--- src/rtl/demux_load_sequencer_pkg.sv ---
// Shared types and constants for the demux load sequencer.
package demux_load_sequencer_pkg;

    typedef enum logic [1:0] {
        ST_IDLE  = 2'd0,
        ST_REQ   = 2'd1,
        ST_WRITE = 2'd2,
        ST_DONE  = 2'd3
    } state_e;

    localparam int unsigned DIGIT_W  = 4;
    localparam int unsigned BCD_MAX  = 9;
    localparam logic [3:0]  SEL_PARK = 4'hF;

endpackage

--- src/rtl/demux_load_sequencer_ack_timeout_counter.sv ---
// Per-field acknowledge wait counter; expired once LIMIT wait cycles have elapsed.
module ack_timeout_counter #(
    parameter int unsigned LIMIT = 15
) (
    input  logic clk_i,
    input  logic rst_i,
    input  logic clear_i,
    input  logic enable_i,
    output logic expired_o
);

    logic [7:0] cnt_q, cnt_d;

    assign expired_o = (cnt_q == 8'(LIMIT - 1));

    always_comb begin
        cnt_d = cnt_q;
        if (clear_i) begin
            cnt_d = '0;
        end else if (enable_i && !expired_o) begin
            cnt_d = cnt_q + 8'd1;
        end
    end

    always_ff @(posedge clk_i or posedge rst_i) begin
        if (rst_i) begin
            cnt_q <= '0;
        end else begin
            cnt_q <= cnt_d;
        end
    end

endmodule

--- src/rtl/demux_load_sequencer.sv ---
// Fetches NUM_FIELDS digits over req/ack and writes each into the demux for one cycle.
// Optional BCD range check enabled by defining DEMUX_LOAD_BCD_CHECK_EN.
module demux_load_sequencer
    import demux_load_sequencer_pkg::*;
#(
    parameter int unsigned NUM_FIELDS  = 9,
    parameter int unsigned ACK_TIMEOUT = 15
) (
    input  logic               clk_i,
    input  logic               rst_i,
    input  logic               start_i,
    output logic               busy_o,
    output logic               done_o,
    output logic               timeout_o,
    output logic               rd_req_o,
    output logic [3:0]         rd_addr_o,
    input  logic               rd_ack_i,
    input  logic [DIGIT_W-1:0] rd_data_i,
    output logic [3:0]         dmx_sel_o,
    output logic [DIGIT_W-1:0] dmx_data_o,
    output logic               bcd_err_o
);

    state_e             state_q, state_d;
    logic [3:0]         idx_q, idx_d;
    logic [DIGIT_W-1:0] data_q, data_d;
    logic               timeout_q, timeout_d;
    logic               bcd_q, bcd_d;
    logic               expired;

    ack_timeout_counter #(
        .LIMIT (ACK_TIMEOUT)
    ) u_ack_timeout_counter (
        .clk_i     (clk_i),
        .rst_i     (rst_i),
        .clear_i   (state_q != ST_REQ),
        .enable_i  ((state_q == ST_REQ) && !rd_ack_i),
        .expired_o (expired)
    );

    always_comb begin
        state_d   = state_q;
        idx_d     = idx_q;
        data_d    = data_q;
        timeout_d = timeout_q;
        bcd_d     = bcd_q;
        unique case (state_q)
            ST_IDLE: begin
                if (start_i) begin
                    state_d   = ST_REQ;
                    idx_d     = '0;
                    timeout_d = 1'b0;
                    bcd_d     = 1'b0;
                end
            end
            ST_REQ: begin
                // Ack wins over expiry when both land in the final wait cycle.
                if (rd_ack_i) begin
                    data_d  = rd_data_i;
`ifdef DEMUX_LOAD_BCD_CHECK_EN
                    if (rd_data_i > DIGIT_W'(BCD_MAX)) begin
                        data_d = '0;
                        bcd_d  = 1'b1;
                    end
`endif
                    state_d = ST_WRITE;
                end else if (expired) begin
                    timeout_d = 1'b1;
                    state_d   = ST_DONE;
                end
            end
            ST_WRITE: begin
                if (idx_q == 4'(NUM_FIELDS - 1)) begin
                    state_d = ST_DONE;
                end else begin
                    idx_d   = idx_q + 4'd1;
                    state_d = ST_REQ;
                end
            end
            ST_DONE: begin
                state_d = ST_IDLE;
            end
            default: state_d = ST_IDLE;
        endcase
    end

    always_ff @(posedge clk_i or posedge rst_i) begin
        if (rst_i) begin
            state_q   <= ST_IDLE;
            idx_q     <= '0;
            data_q    <= '0;
            timeout_q <= 1'b0;
            bcd_q     <= 1'b0;
        end else begin
            state_q   <= state_d;
            idx_q     <= idx_d;
            data_q    <= data_d;
            timeout_q <= timeout_d;
            bcd_q     <= bcd_d;
        end
    end

    assign busy_o     = (state_q != ST_IDLE);
    assign done_o     = (state_q == ST_DONE);
    assign rd_req_o   = (state_q == ST_REQ);
    assign rd_addr_o  = idx_q;
    assign dmx_sel_o  = (state_q == ST_WRITE) ? idx_q : SEL_PARK;
    assign dmx_data_o = data_q;
    assign timeout_o  = timeout_q;
`ifdef DEMUX_LOAD_BCD_CHECK_EN
    assign bcd_err_o  = bcd_q;
`else
    assign bcd_err_o  = 1'b0;
`endif

endmodule

--- config.mk ---
export PLATFORM = sky130hd
export DESIGN_NAME = demux_load_sequencer
export DESIGN_NICKNAME = d
export VERILOG_FILES = /design/src/rtl/demux_load_sequencer_pkg.sv /design/src/rtl/demux_load_sequencer_ack_timeout_counter.sv /design/src/rtl/demux_load_sequencer.sv
export SDC_FILE = /design/constraint.sdc
export NUM_CORES = 1
export LEC_CHECK = 0
export BUFFER_PORTS_ARGS = -buffer_cell sky130_fd_sc_hd__clkbuf_2
export CAP_MARGIN = 15
export CORE_ASPECT_RATIO = 1.4
export CORE_MARGIN = 4
export CORE_UTILIZATION = 45
export DETAILED_ROUTE_END_ITERATION = 16
export GPL_TIMING_DRIVEN = 0
export PLACE_DENSITY_LB_ADDON = 0.2
export SETUP_SLACK_MARGIN = 0.3
export SYNTH_ARGS = -nofsm -noshare
export SYNTH_HDL_FRONTEND = slang
export SYNTH_SLANG_ARGS = --single-unit
--- constraint.sdc ---
create_clock -name clk_i -period 4.2 [get_ports clk_i]
set_input_delay 0.84 -clock clk_i [delete_from_list [all_inputs] [get_ports clk_i]]
set_output_delay 0.84 -clock clk_i [all_outputs]
set_load 0.01 [all_outputs]
# Word-level counts from Yosys, hierarchy flattened
# Cells that the tools add are included.
# classes
n_reduce_logical,13
add_sub_neg,2
eq_ne,11
muxes,15
# op_table
cell,count
$mux 8,2
$mux 4,3
$add 8x1->8 const B,1
$eq 8x4->1 const B,1
$mux 2,4
$pmux 2 s4,1
$pmux 4 s2,1
$reduce_bool 2->1,4
$ne 2x2->1 const B,3
$add 4x1->4 const B,1
$eq 2x2->1 const B,2
$eq 4x4->1 const B,1
$ne 2x1->1 const B,2
$reduce_and 2->1,2
$reduce_and 4->1,1
$mux 1,3
$ne 3x1->1 const B,1
$reduce_and 3->1,1
$eq 2x1->1 const B,1
$logic_and 1x1->1,2
$logic_not 1->1,2
$logic_not 2->1,1
$pmux 1 s2,1
# totals
inputBits,8
regBits,19
output_inout_bits,17
wordCells,46

# Depth between registers and ports, before layout
# logic_depth
word_depth,5
mapped_depth,7
ltp_nobuf,6

# Modules after synthesis
# Synthesis repeated with hierarchy kept, for this count alone.
# unflattened
cells_unflattened,111
area_unflattened_um2,1051.0
# by_module_without_submodules
module,n_inst,area_per_inst_um2,seq_area_each_um2,cells_each
demux_load_sequencer,1,590.6,275.3,62
ack_timeout_counter,1,460.4,200.2,49

# Worst setup path before layout
# OpenSTA, ideal clock, no wires.
# synth_path
path_kind,register to output
from,reg state_q[1]
to,out dmx_sel_o[0]
path_buffers,1
arrival_time_ns,0.902
required_time_ns,3.360
path_slack_ns,2.458
stages_incl_launch_ff,4
cell_sequence,dfrtp_1 -> buf_2 -> nor2b_1 -> nand2_1
# synth_via
elab_chain_cells,2
# synth_lines
item,line,source
start: declaration,demux_load_sequencer.sv:24,"state_e state_q, state_d;"
start signal: assignment,demux_load_sequencer.sv:95,state_q <= state_d;
$eq 2x2->1,demux_load_sequencer.sv:107,assign dmx_sel_o = (state_q == ST_WRITE) ? idx_q : SEL_PARK;
$mux 4,demux_load_sequencer.sv:107,
end: declaration,demux_load_sequencer.sv:19,"output logic [3:0] dmx_sel_o,"
# No other way between the ends.

# Worst setup path in the final report
# layout_path
from,reg state_q[1]
to,out rd_req_o
# layout_via
elab_chain_cells,1
# layout_lines
item,line,source
$eq 2x1->1,demux_load_sequencer.sv:105,assign rd_req_o = (state_q == ST_REQ);
end: declaration,demux_load_sequencer.sv:15,"output logic rd_req_o,"
# No other way between the ends.

==> results.yml <==
run_status:
  status: "finished clean"
finish:
  final_cell_mix: "clkbuf_2 (23), dfrtp_1 (19), nand2_1 (9)"
  final_nets: 140
  final_common_cell: "clkbuf_2"
  antennaDiodeCount: 0
  drive_gt1_frac: 0.299
  syn2layout_area_growth_pct: 16.6
  layout.cells.non_filler: 149
sta:
  min_period_over_period: 0.551
  rsz0062_at_grt: "false"
  slew_violations: 0
  worstMarginPinSlew_ps: 705
  final.setup.tns_ps: 0
  finalHoldViolCount: 0
  relSlewSlack: 0.530
  max_freq_mhz: 432
  period_minus_slack_ps: 2320
  clock_skew_ps: 3.35
  setup_violations: 0
critical_path:
  worstPathMaxFanout: 10
  cpLargestDelayFamily: "buffers and inverters"
  required_ps: 3360
  reg2reg_from: "u_ack_timeout_counter.cnt_q[0]$_DFFE_PP0P_"
  cp-endpoint: "rd_req_o"
  r2r_slack_ps: 2320
  cp_cell_sequence: "buf_2, nand2b_4, clkinv_1, clkbuf_2"
  critical_path.startpoint: "state_q[1]$_DFFE_PP0P_"
  max_stage_delay_ps: 330
  worstPathArrival_ps: 1480
  rr_worst_depth: 7
  cp.depth: 4
  cp-start-kind: "flop"
  r2r-end: "u_ack_timeout_counter.cnt_q[3]$_DFFE_PP0P_"
  crit_buf_inv: 3
  slowest_stage: "dfrtp_1"
  crit_path_end_kind: "output port"
  crit_type: "flop to output port"
placed_design:
  gp_congestion: 0.886
  post-place-cells: 145
  detailed_place_hpwl_um: 1480
  port_buffers: 23
die:
  die_w_um: 48.3
  dieArea_mm2: 0.00312
  die_y_um: 64.5
  coreArea_mm2: 0.00218
  boundaryPins: 25
  fp-row-count: 20
  start_util: 0.471
clocking:
  path_clk_slew_ps: 110
  hold_buffers: 0
  cts_buffer_depth: 2
  clk_latency_ps: 290
  post_cts_buffers: 0
  cts_made_buffers: 3
  ctsRootBufferMaster: "clkbuf_4"
  cts_resized: 0
  clock-sinks: 19
  htreeDepth: 1
  cts_tree: "yes"
synthesis:
  synth_edf_count: 0
  muxShareOfSynthArea: 0.0537
  ys_seq_elements: 19
  netlist_instances: 100
  synth_simple_gate_area_frac: 0.198
  synth_xor_area_frac: 0.0256
  ys.warnings.count: 0
  async_reset_ff_frac: 1.00
  synth_top_family_by_area: "simple AND/OR/NAND/NOR gates"
  netlist_area_mm2: 0.00102
  synth.avg_cell_area_um2: 10.2
  seq_area_frac_synth: 0.464
  synth.distinct_cells: 38
  synth_compound_area_frac: 0.150
  synthAdderAreaFrac: 0.0488
  dominantRegCellSynth: "dfrtp_1"
  syn-num-nets: 112
hold_path:
  min_path_type: "flop to flop"
routing:
  wire_per_inst_um: 12.6
  drt_drc_violations_left: 0
  totalWireLength_um: 1880
  drtIter0Drc: 6
  first_pass_iters: 4
  vias: 815
  vias_per_cell: 5.47
  antenna_left: 0
power:
  p_leak_uw: 0.000566
  vdd_drop_max_mv: 0.293
  switching_share: 0.393
  switchingPower_uw: 242
  intPower_uw: 372
  combPwrFrac: 0.427
  powerDensity_mw_per_mm2: 514
  power_frac_clock: 0.148
  p_seq_frac: 0.425
grt:
  grt_pass1_wl_um: 3330
  grt-ovfl-total: 0
  grt_max_degree: 20
  grt_use_total: 0.131
  antenna_found_initial: 0
  grt_pass1_vias: 793
run:
  drv_cap: 0
==> metrics by stage <==
step / utilization / hold WS (ps) / cell area, um2 / power [uW] / setup slack (ps)
2_1_floorplan: - / 447 / 1020 / 439 / 2460
3_3_place_gp: 0.536 / 469 / 1170 / 526 / 2210
3_5_place_dp: 0.536 / 472 / 1170 / 534 / 2210
4_1_cts: 0.549 / 494 / 1190 / 624 / 1870
5_1_grt: 0.549 / 537 / 1190 / 669 / 1740
6_report: 0.549 / 495 / 1190 / 614 / 1880
==> logic make-up (layout without fill, tap and decap cells) <==
family,Yosys count,in the layout
buf+inv,12,39
other cells,1,1
mux,5,5
xor+xnor,3,3
flops,19,19
simple gates,35,35
compound gates,21,21
fa+ha+maj,4,4
==> registers in the layout, summed over array words and instances, names as in the netlist <==
name	cells
timeout_o	1
rd_addr_o	4
dmx_data_o	4
u_ack_timeout_counter.cnt_q	8
state_q	2
==> cell type report <==
class	instances	area, um2
fillers	204	982
multi-input cells	69	492
flip-flops and latches	19	475
repair buffers	23	115
inverters	9	33.8
well taps	22	27.5
plain buffers	3	23.8
clock buffers	3	22.5
clock inverters	1	5.00
==> cell usage after synthesis, types with 2 or more instances <==
master / n / area [um2]
nand2_1: 9 / 33.8
nand4_1: 3 / 18.8
dfrtp_1: 19 / 475
xnor2_1: 2 / 17.5
mux2_2: 4 / 45.0
a21oi_1: 4 / 20.0
nor3_1: 2 / 10.0
o31ai_1: 2 / 15.0
nand3_1: 4 / 20.0
nor2_1: 5 / 18.8
nand2b_1: 3 / 18.8
ha_1: 4 / 50.1
a21o_1: 2 / 15.0
inv_1: 8 / 30.0
o21ai_0: 6 / 30.0
==> power by group through the flow <==
stage                     Combinational (uW)  Sequential [uW]  Clock (uW)
after floorplan                          168              272           0
after global placement                   262              264           0
after detailed placement                 268              266           0
after CTS                                269              262        93.1
after global routing                     295              269         106
final                                    262              261        90.8
==> per-layer routing <==
metal  track usage  part of all wire  up-vias
met3        0.0230             0.033        3
met5             0                 0        -
met2         0.243              0.55       13
li1              -                 -      402
met1         0.147              0.40      397
met4        0.0415             0.010        0
==> how the worst min path moves through the flow <==
stage / from / cells after the start / end
floorplan: u_ack_timeout_counter.cnt_q[7]$_DFFE_PP0P_ / 1 / u_ack_timeout_counter.cnt_q[7]$_DFFE_PP0P_
global placement: u_ack_timeout_counter.cnt_q[7]$_DFFE_PP0P_ / 1 / u_ack_timeout_counter.cnt_q[7]$_DFFE_PP0P_
detailed placement: u_ack_timeout_counter.cnt_q[7]$_DFFE_PP0P_ / 1 / u_ack_timeout_counter.cnt_q[7]$_DFFE_PP0P_
CTS: u_ack_timeout_counter.cnt_q[7]$_DFFE_PP0P_ / 1 / u_ack_timeout_counter.cnt_q[7]$_DFFE_PP0P_
global route: u_ack_timeout_counter.cnt_q[7]$_DFFE_PP0P_ / 1 / u_ack_timeout_counter.cnt_q[7]$_DFFE_PP0P_
finish: u_ack_timeout_counter.cnt_q[7]$_DFFE_PP0P_ / 1 / u_ack_timeout_counter.cnt_q[7]$_DFFE_PP0P_
Power figures use the tool's default switching activity.
